## config.mk

```make
export PLATFORM = sky130hd
export DESIGN_NAME = modport_ahb_apb_bridge
export DESIGN_NICKNAME = d
export VERILOG_FILES = /design/src/rtl/ahb_apb_pkg.sv /design/src/rtl/ahb_slave_if.sv /design/src/rtl/modport_ahb_apb_bridge.sv
export SDC_FILE = /design/constraint.sdc
export NUM_CORES = 1
export LEC_CHECK = 0
export CORE_ASPECT_RATIO = 1.25
export CORE_MARGIN = 1
export CORE_UTILIZATION = 43
export CTS_CLUSTER_DIAMETER = 80
export DETAILED_ROUTE_END_ITERATION = 16
export MAX_ROUTING_LAYER = met4
export PLACE_DENSITY = 0.85
export SLEW_MARGIN = 20
export SYNTH_ARGS = -nofsm -noshare
export SYNTH_HDL_FRONTEND = slang
export SYNTH_SLANG_ARGS = --single-unit
export TNS_END_PERCENT = 1
```

## constraint.sdc

```tcl
create_clock -name Hclk -period 3.05 [get_ports Hclk]
set_input_delay 0.4575 -clock Hclk [delete_from_list [all_inputs] [get_ports Hclk]]
set_output_delay 0.4575 -clock Hclk [all_outputs]
set_load 0.1 [all_outputs]
```

## src/rtl/ahb_apb_pkg.sv

```systemverilog
// Shared constants, bus encodings and FSM state type for the AHB-Lite to APB bridge.
package ahb_apb_pkg;

    localparam logic [1:0] HTRANS_IDLE   = 2'b00;
    localparam logic [1:0] HTRANS_BUSY   = 2'b01;
    localparam logic [1:0] HTRANS_NONSEQ = 2'b10;
    localparam logic [1:0] HTRANS_SEQ    = 2'b11;

    localparam logic [1:0] RESP_OKAY = 2'b00;

    // Bridge address window: NSLV consecutive regions of SLV_SPAN bytes from BASE.
    localparam logic [31:0] BASE     = 32'h8000_0000;
    localparam logic [31:0] SLV_SPAN = 32'h0400_0000;

    typedef enum logic [1:0] {
        IDLE   = 2'b00,
        WWAIT  = 2'b01,
        SETUP  = 2'b10,
        ENABLE = 2'b11
    } state_t;

endpackage

```

## src/rtl/ahb_slave_if.sv

```systemverilog
// AHB-side front end: transfer qualification, window decode and address-phase capture.
// The *_next outputs show what the capture registers hold after the coming edge, so the
// top can load its APB registers on the same edge a read is accepted.
module ahb_slave_if
    import ahb_apb_pkg::*;
#(
    parameter int              ADDR_W    = 32,
    parameter int              NSLV      = 4,
    parameter int              REG_W     = (NSLV > 1) ? $clog2(NSLV) : 1,
    parameter logic [ADDR_W-1:0] BASE_ADDR = BASE,
    parameter logic [ADDR_W-1:0] SPAN      = SLV_SPAN
) (
    input  logic              clk,
    input  logic              srst,
    input  logic [1:0]        htrans,
    input  logic              hreadyin,
    input  logic [ADDR_W-1:0] haddr,
    input  logic              hwrite,
    input  logic [2:0]        hsize,
    input  logic              accept,
    output logic              valid,
    output logic [ADDR_W-1:0] addr_next,
    output logic              write_next,
    output logic [REG_W-1:0]  region_next
);

    // Total window size, one bit wider so BASE+window cannot wrap.
    localparam logic [ADDR_W:0] WIN_SIZE = (ADDR_W+1)'(NSLV) * {1'b0, SPAN};

    logic [ADDR_W-1:0] offset;
    logic              in_win;
    logic [REG_W-1:0]  region;

    logic [ADDR_W-1:0] addr_q,   addr_d;
    logic              write_q,  write_d;
    logic [REG_W-1:0]  region_q, region_d;
    logic [2:0]        hsize_q,  hsize_d;

    // Size is captured for completeness only; every APB access is a full word.
    logic hsize_unused;
    assign hsize_unused = ^{hsize_q, htrans[0]};

    // Qualify the current address phase and find its slave region.
    always_comb begin
        offset = haddr - BASE_ADDR;
        in_win = (haddr >= BASE_ADDR) && ({1'b0, offset} < WIN_SIZE);
        valid  = hreadyin && htrans[1] && in_win;
        region = REG_W'(offset / SPAN);
    end

    // Address-phase capture only when the FSM actually takes the transfer.
    always_comb begin
        addr_d   = addr_q;
        write_d  = write_q;
        region_d = region_q;
        hsize_d  = hsize_q;
        if (accept) begin
            addr_d   = haddr;
            write_d  = hwrite;
            region_d = region;
            hsize_d  = hsize;
        end
    end

    assign addr_next   = addr_d;
    assign write_next  = write_d;
    assign region_next = region_d;

    // Capture register update.
    always_ff @(posedge clk) begin
        if (srst) begin
            addr_q   <= '0;
            write_q  <= 1'b0;
            region_q <= '0;
            hsize_q  <= '0;
        end else begin
            addr_q   <= addr_d;
            write_q  <= write_d;
            region_q <= region_d;
            hsize_q  <= hsize_d;
        end
    end

endmodule

```

## src/rtl/modport_ahb_apb_bridge.sv

```systemverilog
// AHB-Lite slave to APB master bridge: one AHB single transfer becomes one APB
// SETUP+ENABLE access, with writes taking an extra cycle to collect Hwdata.
module modport_ahb_apb_bridge
    import ahb_apb_pkg::*;
#(
    parameter int ADDR_W = 32,
    parameter int DATA_W = 32,
    parameter int NSLV   = 4
) (
    input  logic              Hclk,
    input  logic              Hresetn,
    input  logic [1:0]        Htrans,
    input  logic [2:0]        Hsize,
    input  logic              Hreadyin,
    input  logic [ADDR_W-1:0] Haddr,
    input  logic              Hwrite,
    input  logic [DATA_W-1:0] Hwdata,
    output logic [DATA_W-1:0] Hrdata,
    output logic [1:0]        Hresp,
    output logic              Hreadyout,
    output logic [NSLV-1:0]   Pselx,
    output logic              Penable,
    output logic              Pwrite,
    output logic [ADDR_W-1:0] Paddr,
    output logic [DATA_W-1:0] Pwdata,
    input  logic [DATA_W-1:0] Prdata
);

    localparam int REG_W = (NSLV > 1) ? $clog2(NSLV) : 1;

    // Reset is active-high despite the AHB-style port name.
    logic clk, srst;
    assign clk  = Hclk;
    assign srst = Hresetn;

    state_t state_q, state_d;

    logic              valid, accept;
    logic [ADDR_W-1:0] addr_next;
    logic              write_next;
    logic [REG_W-1:0]  region_next;

    logic [ADDR_W-1:0] paddr_q,  paddr_d;
    logic              pwrite_q, pwrite_d;
    logic [DATA_W-1:0] pwdata_q, pwdata_d;
    logic [REG_W-1:0]  region_q, region_d;

    // A new transfer can only be taken while the AHB side sees Hreadyout high.
    assign accept = valid && ((state_q == IDLE) || (state_q == ENABLE));

    ahb_slave_if #(
        .ADDR_W (ADDR_W),
        .NSLV   (NSLV),
        .REG_W  (REG_W)
    ) u_slave_if (
        .clk         (clk),
        .srst        (srst),
        .htrans      (Htrans),
        .hreadyin    (Hreadyin),
        .haddr       (Haddr),
        .hwrite      (Hwrite),
        .hsize       (Hsize),
        .accept      (accept),
        .valid       (valid),
        .addr_next   (addr_next),
        .write_next  (write_next),
        .region_next (region_next)
    );

    // Next-state logic and APB register loads.
    always_comb begin
        state_d  = state_q;
        paddr_d  = paddr_q;
        pwrite_d = pwrite_q;
        pwdata_d = pwdata_q;
        region_d = region_q;
        case (state_q)
            IDLE, ENABLE: begin
                if (valid) state_d = Hwrite ? WWAIT : SETUP;
                else       state_d = IDLE;
            end
            WWAIT: begin
                state_d  = SETUP;
                pwdata_d = Hwdata;
            end
            SETUP:   state_d = ENABLE;
            default: state_d = IDLE;
        endcase
        // APB address/direction/select change only as a SETUP phase begins.
        if (state_d == SETUP) begin
            paddr_d  = addr_next;
            pwrite_d = write_next;
            region_d = region_next;
        end
    end

    // State and APB register update.
    always_ff @(posedge clk) begin
        if (srst) begin
            state_q  <= IDLE;
            paddr_q  <= '0;
            pwrite_q <= 1'b0;
            pwdata_q <= '0;
            region_q <= '0;
        end else begin
            state_q  <= state_d;
            paddr_q  <= paddr_d;
            pwrite_q <= pwrite_d;
            pwdata_q <= pwdata_d;
            region_q <= region_d;
        end
    end

    // Bus outputs decoded from the registered state.
    always_comb begin
        Pselx     = '0;
        Penable   = 1'b0;
        Hreadyout = 1'b1;
        Hrdata    = '0;
        case (state_q)
            WWAIT: Hreadyout = 1'b0;
            SETUP: begin
                Pselx     = {{(NSLV-1){1'b0}}, 1'b1} << region_q;
                Hreadyout = 1'b0;
            end
            ENABLE: begin
                Pselx   = {{(NSLV-1){1'b0}}, 1'b1} << region_q;
                Penable = 1'b1;
                if (!pwrite_q) Hrdata = Prdata;
            end
            default: ;
        endcase
    end

    assign Hresp  = RESP_OKAY;
    assign Paddr  = paddr_q;
    assign Pwrite = pwrite_q;
    assign Pwdata = pwdata_q;

endmodule

```

==> run summary <==
status - finished, final reports clean
H-tree Lvls - 3
first-pass GRT wire length - 21.27 mm
clock latency on the worst-skew pair - 0.34 ns
pin count of the biggest net entering global routing - 105
clk buf depth - 2
DIE HEIGHT - 112.6 µm
final instance area - 6705 µm²
vias in the first global route - 3949
cells after synthesis - 447
Yosys reg bits - 104
Setup crit end kind - output pin
total CTS buffers - 9
worst-path cell chain - ha_1 > nor2b_1 > buf_4 > and2_1 > buf_12
number of antenna-violating nets in the routed design - 0
WL per Instance - 18.54 µm
initial drt markers - 372
Worst path max stage delay - 0.36 ns
Port Buffers - 203
Max Cap Violations - 0
CTS tree - built
most common cell after layout, fill and taps aside - dfxtp_1
Slew headroom - 29.93%
Ys Warns - 0
Initial Utilization - 43.99%
clock slew at reported path FFs - 0.07 ns
DRC viols - 0
final hold violations - 0
peak supply drop - 0.2952 mV
Vias per Instance - 5.534
GP Congestion - 0.8772
Main synth FF type - dfxtp_1
clock sink count - 104
CP startpoint - state_q[0]$_SDFF_PP0_
Root Buffer Master - clkbuf_16
nets - 730
r2r startpoint - state_q[0]$_SDFF_PP0_
DRT Pass-1 Iters - 5
placed inst area - 6406 µm²
Crit Path Max Fanout - 32
Vias - 4167
Pleak - 2.466 nW
remaining global-route overflow - 0
fraction of registers with async set/reset - 0%
CP Launch Type - flop
Pwr per Cell Area - 430.0 nW/µm²
crit path max-delay cell type - dfxtp_1
diode count - 0
Setup Buffers After CTS - 0
die area - 10180 µm²
WP data required - 2.59 ns
die width - 90.45 µm
worst hold start - u_slave_if.addr_q[31]$_SDFF_PP0_
setup tns final - 0 ns
Resize count post-CTS - 0
gr usage total - 27.95%
Final Max Slew Viols - 0
ratio of final minimum period to clock period - 73.46%
Layout area overhead - 59.45%
sequential fraction of the synthesis area - 49.51%
core box area - 9559 µm²
RSZ-0062 raised after global routing - no
Post-synth EDFFs - 0
CTS hold repair buffers - 0
layout cells sized above 1 - 21.05%
initial antenna violation count - 0
overall power - 2.884 mW
Mapped Area - 4205 µm²
most frequent cells in the layout - dfxtp_1 (104), clkdlybuf4s50_1 (99), buf_4 (79)
Ports - 210
synth unique cells - 31
Worst Path Arrival - 1.78 ns
drt total wl - 13.96 mm
FMAX - 446.3 MHz
start-to-end type of the worst setup path - flop to output pin
Avg Inst Size Synth - 9.408 µm²
Worst Hold Class - flop to flop
HPWL Detailed - 9.988 mm
min Tclk post-route - 2.240 ns
final setup fails - 0
FP Rows - 40
worst slew pin tran - 1.051 ns
Post-Route Skew - 0.008570 ns
-- worst max-delay path: cells and delay by family (launching register included) --
| family | cells | cell delay, ns |
|---|---|---|
| fa+ha+maj | 1 | 0.23 |
| buf+inv | 2 | 0.45 |
| simple gates | 2 | 0.39 |
| flops | 1 | 0.36 |
-- per-stage QoR --
| stage | setup WS [ns] | std cells | hold slack [ns] | util [%] |
|---|---|---|---|---|
| after CTS | 0.7909 | 753 | 0.4695 | 70.14 |
| after floorplan | -0.7537 | 448 | 0.4244 | - |
| after global routing | 0.7052 | 753 | 0.4857 | 70.14 |
| final | 0.8095 | 753 | 0.4660 | 70.14 |
| after global placement | 0.5554 | 737 | 0.4337 | 67.02 |
| after detailed placement | 0.5072 | 737 | 0.4496 | 67.02 |
-- kinds of logic after synthesis --
group | Yosys count | share of synthesized area (%)
mux | 32 | 7.617
simple gates | 115 | 14.61
compound gates | 140 | 21.84
flops | 104 | 49.51
other cells | 1 | 0.08917
buf+inv | 52 | 5.445
fa+ha+maj | 3 | 0.8927
-- final cells by class --
| type | instances | area [µm²] |
|---|---|---|
| Fill cell | 729 | 2854 |
| Inverter | 4 | 15.01 |
| Timing Repair Buffer | 211 | 2245 |
| Clock inverter | 4 | 52.55 |
| Tap cell | 126 | 157.7 |
| Multi-Input combinational cell | 292 | 1907 |
| Sequential cell | 104 | 2082 |
| Clock buffer | 12 | 246.5 |
-- cell usage after synthesis, types with 3 or more instances --
cell type  number  share of area, %
dfxtp_1       104                50
nor2_1         38               3.4
a21oi_1        37               4.4
a211oi_1       33               5.9
and2_1         32               4.8
clkbuf_1       32               2.9
mux2i_1        32               7.6
a311oi_1       31               6.5
o21ai_0        31               3.7
nand3_1        30               3.6
buf_2           9               1.1
inv_1           4              0.36
buf_1           3              0.27
ha_1            3              0.89
nor3b_1         3              0.54
o211ai_1        3              0.54
o311ai_1        3              0.62
-- worst paths after layout --
path / cells past startpoint / slack (ns) / to
worst min register to register: 2 / 0.47 / u_slave_if.addr_q[31]$_SDFF_PP0_
worst max-delay path: 5 / 0.81 / Hrdata[15]
worst min-delay path: 2 / 0.47 / u_slave_if.addr_q[31]$_SDFF_PP0_
worst max register to register: 6 / 0.90 / Paddr[14]$_SDFFE_PP0N_
-- where the power goes --
group | switching, mW | internal [mW]
clock network | 0.495 | 0.663
registers | 0.00843 | 1.37
logic | 0.194 | 0.150
total | 0.698 | 2.19
-- flip-flops by register name, indices dropped and copies added (netlist names) --
register / cells
Paddr: 32
Pwdata: 32
state_q: 2
u_slave_if.write_q: 1
region_q: 2
u_slave_if.addr_q: 32
Pwrite: 1
u_slave_if.region_q: 2
-- per-layer routing --
metal	share of wire (%)	vias up	wire [µm]	track usage, %
met5	0	-	0	-
met4	2.7	0	376	12.37
met3	9.4	27	1317	8.943
met2	50	205	6986	47.33
met1	38	1953	5279	29.84
li1	-	1982	-	-
Power figures use the tool's default switching activity.
